**config.mk**
```make
export PLATFORM = sky130hd
export DESIGN_NAME = serial_deser4_flat
export DESIGN_NICKNAME = d
export VERILOG_FILES = /design/src/rtl/serial_deser4_pkg.sv /design/src/rtl/serial_deser4_if.sv /design/src/rtl/serial_deser4_shift_reg4.sv /design/src/rtl/serial_deser4.sv /design/src/flat_wrapper.sv
export SDC_FILE = /design/constraint.sdc
export NUM_CORES = 1
export LEC_CHECK = 0
export ABC_AREA = 1
export BUFFER_PORTS_ARGS = -buffer_cell sky130_fd_sc_hd__buf_4
export CAP_MARGIN = 10
export CORE_MARGIN = 3
export CORE_UTILIZATION = 47
export CTS_CLUSTER_DIAMETER = 80
export DETAILED_ROUTE_END_ITERATION = 8
export PLACE_DENSITY = 0.72
export SETUP_SLACK_MARGIN = 0.4
export SKIP_CTS_REPAIR_TIMING = 1
export SLEW_MARGIN = 20
export SYNTH_ARGS = -nofsm -noshare
export SYNTH_HDL_FRONTEND = slang
export SYNTH_SLANG_ARGS = --single-unit
```
**constraint.sdc**
```tcl
create_clock -name clk -period 1.1 [get_ports clk]
set_input_delay 0.11 -clock clk [delete_from_list [all_inputs] [get_ports clk]]
set_output_delay 0.11 -clock clk [all_outputs]
set_load 0.01 [all_outputs]
```
**src/rtl/serial_deser4_pkg.sv**
```systemverilog
// Shared definitions for the serial_deser4 deserializer: word width, FSM state encoding
// and the even-parity helper.
package serial_deser4_pkg;

    localparam int WORD_W = 4;
    localparam int CNT_W  = $clog2(WORD_W);

    typedef enum logic [1:0] {
        IDLE    = 2'd0,
        COLLECT = 2'd1,
        PARITY  = 2'd2,
        HOLD    = 2'd3
    } state_t;

    // True when data bits plus the parity bit carry an even number of ones.
    function automatic logic even_parity_ok(input logic [WORD_W-1:0] data, input logic pbit);
        return ~(^data ^ pbit);
    endfunction

endpackage

```
**src/rtl/serial_deser4_if.sv**
```systemverilog
// Serial input, parallel word handshake and status flags of serial_deser4.
// The slave modport is the deserializer side; master is the driver/consumer side.
interface serial_deser4_if;
    import serial_deser4_pkg::*;

    logic              sin;
    logic              sin_en;
    logic [WORD_W-1:0] out;
    logic              out_valid;
    logic              out_ready;
    logic              par_err;
    logic              overrun;
    logic              ovr_clr;

    modport master (
        output sin, sin_en, out_ready, ovr_clr,
        input  out, out_valid, par_err, overrun
    );

    modport slave (
        input  sin, sin_en, out_ready, ovr_clr,
        output out, out_valid, par_err, overrun
    );

endinterface

```
**src/rtl/serial_deser4_shift_reg4.sv**
```systemverilog
// 4-bit shift register with shift enable; MSB_FIRST selects shift-left (enter at bit 0)
// or shift-right (enter at bit 3). data_nxt exposes the value the next edge will load.
module shift_reg4
    import serial_deser4_pkg::*;
#(
    parameter bit MSB_FIRST = 1'b1
) (
    input  logic              clk,
    input  logic              res,
    input  logic              shift_en,
    input  logic              din,
    output logic [WORD_W-1:0] data,
    output logic [WORD_W-1:0] data_nxt
);

    logic [WORD_W-1:0] data_q;
    logic [WORD_W-1:0] data_d;

    always_comb begin
        data_d = data_q;
        if (shift_en) begin
            if (MSB_FIRST) begin
                data_d = {data_q[WORD_W-2:0], din};
            end else begin
                data_d = {din, data_q[WORD_W-1:1]};
            end
        end
    end

    always_ff @(posedge clk or negedge res) begin
        if (!res) begin
            data_q <= '0;
        end else begin
            data_q <= data_d;
        end
    end

    assign data     = data_q;
    assign data_nxt = data_d;

endmodule

```
**src/rtl/serial_deser4.sv**
```systemverilog
// Serial-to-4-bit deserializer: start bit, four data bits, optional even parity bit,
// then a valid/ready hold with a sticky overrun flag for starts arriving while a word is pending.
module serial_deser4
    import serial_deser4_pkg::*;
#(
    parameter bit PARITY_EN = 1'b1,
    parameter bit MSB_FIRST = 1'b1
) (
    input  logic           clk,
    input  logic           res,
    serial_deser4_if.slave bus
);

    state_t            state_q, state_d;
    logic [CNT_W-1:0]  cnt_q, cnt_d;
    logic [WORD_W-1:0] out_q, out_d;
    logic              out_valid_q, out_valid_d;
    logic              par_err_q, par_err_d;
    logic              overrun_q, overrun_d;

    logic              shift_en;
    logic              ovr_set;
    logic              slot;
    logic [WORD_W-1:0] shreg;
    logic [WORD_W-1:0] shreg_nxt;

    assign slot = bus.sin_en;

    shift_reg4 #(
        .MSB_FIRST (MSB_FIRST)
    ) u_shift (
        .clk      (clk),
        .res      (res),
        .shift_en (shift_en),
        .din      (bus.sin),
        .data     (shreg),
        .data_nxt (shreg_nxt)
    );

    always_comb begin
        state_d   = state_q;
        cnt_d     = cnt_q;
        out_d     = out_q;
        par_err_d = 1'b0;
        shift_en  = 1'b0;
        ovr_set   = 1'b0;

        case (state_q)
            IDLE: begin
                if (slot && bus.sin) begin
                    state_d = COLLECT;
                    cnt_d   = '0;
                end
            end
            COLLECT: begin
                if (slot) begin
                    shift_en = 1'b1;
                    cnt_d    = cnt_q + 1'b1;
                    if (cnt_q == CNT_W'(WORD_W - 1)) begin
                        cnt_d = '0;
                        if (PARITY_EN) begin
                            state_d = PARITY;
                        end else begin
                            // Without parity the word is complete on this edge, so load
                            // the value the shifter is about to take.
                            out_d   = shreg_nxt;
                            state_d = HOLD;
                        end
                    end
                end
            end
            PARITY: begin
                if (slot) begin
                    if (even_parity_ok(shreg, bus.sin)) begin
                        out_d   = shreg;
                        state_d = HOLD;
                    end else begin
                        par_err_d = 1'b1;
                        state_d   = IDLE;
                    end
                end
            end
            HOLD: begin
                // A completed handshake takes priority and swallows a coincident start.
                if (bus.out_ready) begin
                    state_d = IDLE;
                end else if (slot && bus.sin) begin
                    ovr_set = 1'b1;
                end
            end
            default: begin
                state_d = IDLE;
            end
        endcase

        if (ovr_set) begin
            overrun_d = 1'b1;
        end else if (bus.ovr_clr) begin
            overrun_d = 1'b0;
        end else begin
            overrun_d = overrun_q;
        end

        out_valid_d = (state_d == HOLD);
    end

    always_ff @(posedge clk or negedge res) begin
        if (!res) begin
            state_q     <= IDLE;
            cnt_q       <= '0;
            out_q       <= '0;
            out_valid_q <= 1'b0;
            par_err_q   <= 1'b0;
            overrun_q   <= 1'b0;
        end else begin
            state_q     <= state_d;
            cnt_q       <= cnt_d;
            out_q       <= out_d;
            out_valid_q <= out_valid_d;
            par_err_q   <= par_err_d;
            overrun_q   <= overrun_d;
        end
    end

    assign bus.out       = out_q;
    assign bus.out_valid = out_valid_q;
    assign bus.par_err   = par_err_q;
    assign bus.overrun   = overrun_q;

endmodule

```
**src/flat_wrapper.sv**
```systemverilog
// flat-port wrapper written by rule: the top's interface ports become plain ports
module serial_deser4_flat import serial_deser4_pkg::*;
#(
    parameter bit PARITY_EN = 1'b1,
    parameter bit MSB_FIRST = 1'b1
)
  (clk, res, bus_sin, bus_sin_en, bus_out_ready, bus_ovr_clr, bus_out, bus_out_valid, bus_par_err, bus_overrun);
  serial_deser4_if bus_i ();
  input  logic clk;
  input  logic res;
  input wire logic [$bits(bus_i.sin)-1:0] bus_sin;
  input wire logic [$bits(bus_i.sin_en)-1:0] bus_sin_en;
  input wire logic [$bits(bus_i.out_ready)-1:0] bus_out_ready;
  input wire logic [$bits(bus_i.ovr_clr)-1:0] bus_ovr_clr;
  output wire logic [$bits(bus_i.out)-1:0] bus_out;
  output wire logic [$bits(bus_i.out_valid)-1:0] bus_out_valid;
  output wire logic [$bits(bus_i.par_err)-1:0] bus_par_err;
  output wire logic [$bits(bus_i.overrun)-1:0] bus_overrun;
  assign bus_i.sin = bus_sin;
  assign bus_i.sin_en = bus_sin_en;
  assign bus_i.out_ready = bus_out_ready;
  assign bus_i.ovr_clr = bus_ovr_clr;
  assign bus_out = bus_i.out;
  assign bus_out_valid = bus_i.out_valid;
  assign bus_par_err = bus_i.par_err;
  assign bus_overrun = bus_i.overrun;
  serial_deser4 #(.PARITY_EN(PARITY_EN), .MSB_FIRST(MSB_FIRST)) u_core (.clk(clk), .res(res), .bus(bus_i));
endmodule
```
==> results.toml <==
[run_status]
status = "finished, violations left"
violations = "negative hold slack, negative setup slack"

[sta]
rsz0062_at_grt = "true"
min_period_ns = 1.29
drv_slew = 0
hold_violations = 1
fin_ws_ns = -0.186
maxSlewHeadroom = 0.845
post-route-period-util = 1.17
hold_slack_ns = -0.0118
setup_tns_ns = -1.35
finalClockSkew_ns = 0.0121
fmax_ghz = 0.777
finalSetupViolations = 11
tightest_slew_ns = 0.232

[clocking]
h-tree-depth = 1
clk_pin_slew_worst_paths_ns = 0.10
cts_buffers = 3
clock-root-buffer = "clkbuf_4"
clock_path_buffers = 2
clock_sinks = 15
clk_latency_ns = 0.30
cts_tree = "yes"

[placed_design]
io_buffers = 12
place_inst = 113
place_hpwl_mm = 1.10
gp_congestion = 0.758

[yosys]
synth-edff-count = 0
synth.largest_area_cell = "dfrtp_1"
ys.flop_type = "dfrtp_1"
yosysWarningCount = 0
synth_commonest_cells = "nand2_1, dfrtp_1, inv_1, o21ai_1, nand3_1"
synth_cells = 79
ys_async_sr_fraction = 1.00
synth.most_common_cell = "nand2_1"
yosysSeqAreaShare = 0.520
synth.distinct_cells = 18
synth_area_leaders = "dfrtp_1, nand2_1, o21ai_1"
synth-seq-cells = 15
synth_nets = 86
yosysTopAreaCellShare = 0.520
synth.avg_cell_area_sq_um = 9.14
synth_area_sq_um = 722

[route]
viasPerCell = 5.31
antenna_left = 0
postRouteWirelength_mm = 1.80
wl_per_cell_um = 14.4
drtIter0Drc = 13
drc = 0
vias = 664
drtPass1Iterations = 4

[critical_path]
path_class = "flop to flop"
crit_chain = "inv_2, nand2_2, nand2_2, nand2_2, nand2_2, nand2_2, nand2_4, nand2_4, nand2_1, o21ai_2"
crit_top_cell = "nand2_2"
slowest_stage = "dfrtp_1"
cp-start-kind = "flop"
critical_path.max_fanout = 5
max_stage_delay_ns = 0.43
cp-end-kind = "flop"
crit_arrival_ns = 1.49
cp.required_ns = 1.30

[finish]
drive_gt1_frac = 0.527
final_nets = 118
n_antenna_cell = 0
instances_no_fill = 125
fillers = 91
syn_to_final_growth_pct = 48.2

[worst_hold_path]
hp-class = "input port to flop"

[pwr]
irDropWorstVdd_uv = 1400
p_leak_nw = 0.562
pwr_density_cell_mw_per_mm2 = 2460
power_w = 0.00264

[floorplan]
core_area_sq_mm = 0.00137
chipWidth_um = 45.2
die-area_sq_mm = 0.00204
die_y_um = 45.2
ios = 13
start_util = 0.528
rows = 13

[global_route]
grt_pass1_wl_mm = 2.41
grt_max_degree = 16
antenna_found_initial = 0
grt_pass1_vias = 562
grt_util_all_layers = 0.170
grt_overflow = 0

[run]
cap_violations = 0
==> metrics by stage <==
step	util	setup slack, ns	cell area, sq um
CTS	0.672	-0.0855	918
global route	0.783	-0.249	1070
detailed placement	0.652	-0.0646	891
floorplan	-	0.0231	729
finish	0.783	-0.186	1070
global placement	0.652	-0.0321	891
==> area by class of cell <==
class | instances | area [sq um] | area share
Sequential cell | 15 | 375 | 0.351
Multi-Input combinational cell | 52 | 375 | 0.351
Timing Repair Buffer | 25 | 220 | 0.206
Inverter | 14 | 52.6 | 0.0491
Clock buffer | 3 | 22.5 | 0.0211
Tap cell | 15 | 18.8 | 0.0175
Clock inverter | 1 | 5.00 | 0.00468
==> cell families (layout without fill, tap and decap cells) <==
logic type / Yosys count / after routing / synth area share
and+or+nand+nor: 37 / 39 / 0.286
AOI/OAI and AO/OA: 11 / 11 / 0.0814
xor gates and xnor gates: 1 / 1 / 0.0225
buffers and inverters: 14 / 43 / 0.0728
adders and majority gates: 1 / 1 / 0.0173
DFF: 15 / 15 / 0.520
==> placed cells by master, fill, tap and decap left out <==
cell,instances
nor2_4,1
dlygate4sd3_1,1
buf_4,16
o21ai_1,6
nor3_2,1
nand3_2,3
nand3_1,5
nand2_2,8
clkbuf_4,3
inv_1,9
nand2_1,9
nor2_1,1
clkinv_2,1
ha_1,1
xnor2_2,1
o32ai_1,1
nor2_8,1
dfrtp_1,15
inv_2,5
buf_6,8
o21ai_0,1
o21ai_2,3
nand4_1,3
nand2_4,6
nor2_2,1
==> critical path, delay by kind of cell, from the launching register on <==
family	cells	cell delay, ns
AOI/OAI and AO/OA	1	0.05
buffers and inverters	1	0.08
DFF	1	0.43
and+or+nand+nor	8	0.62
==> layer usage <==
metal,vias up,wire (um),share of wire,global-route usage
met4,0,56,0.031,0.123
met3,7,80,0.045,0.0239
met1,316,794,0.44,0.209
li1,322,-,-,-
met2,19,866,0.48,0.268
met5,-,0,0,0
==> registers in the layout (all words and copies together), names as in the netlist <==
signal,flops
u_core.bus.out_valid,1
u_core.bus.overrun,1
u_core.bus.out,4
u_core.cnt_q,2
u_core.bus.par_err,1
u_core.state_q,2
u_core.u_shift.data,4
==> worst paths after layout <==
| check | startpoint | cells after the start | to | slack (ns) |
|---|---|---|---|---|
| setup / recovery | u_core.u_shift.data[2] | 10 | u_core.bus.out[0] | -0.19 |
| hold / removal | bus_ovr_clr | 2 | u_core.bus.overrun | -0.01 |
| setup reg to reg | u_core.u_shift.data[2] | 10 | u_core.bus.out[0] | -0.19 |
| hold reg to reg | u_core.bus.out[0] | 2 | u_core.bus.out[0] | 0.50 |
| max in group asynchronous | res | 2 | u_core.u_shift.data[1] | 0.73 |
| min in group asynchronous | res | 2 | u_core.bus.out_valid | 0.18 |
==> power breakdown <==
part           leakage (nW)  switching, W  internal [W]
Sequential            0.199      0.000150      0.000725
Clock                0.0177      0.000198      0.000136
Combinational         0.345      0.000779      0.000649
Total                 0.562       0.00113       0.00151
No activity file was read; power rests on OpenSTA's default activity.
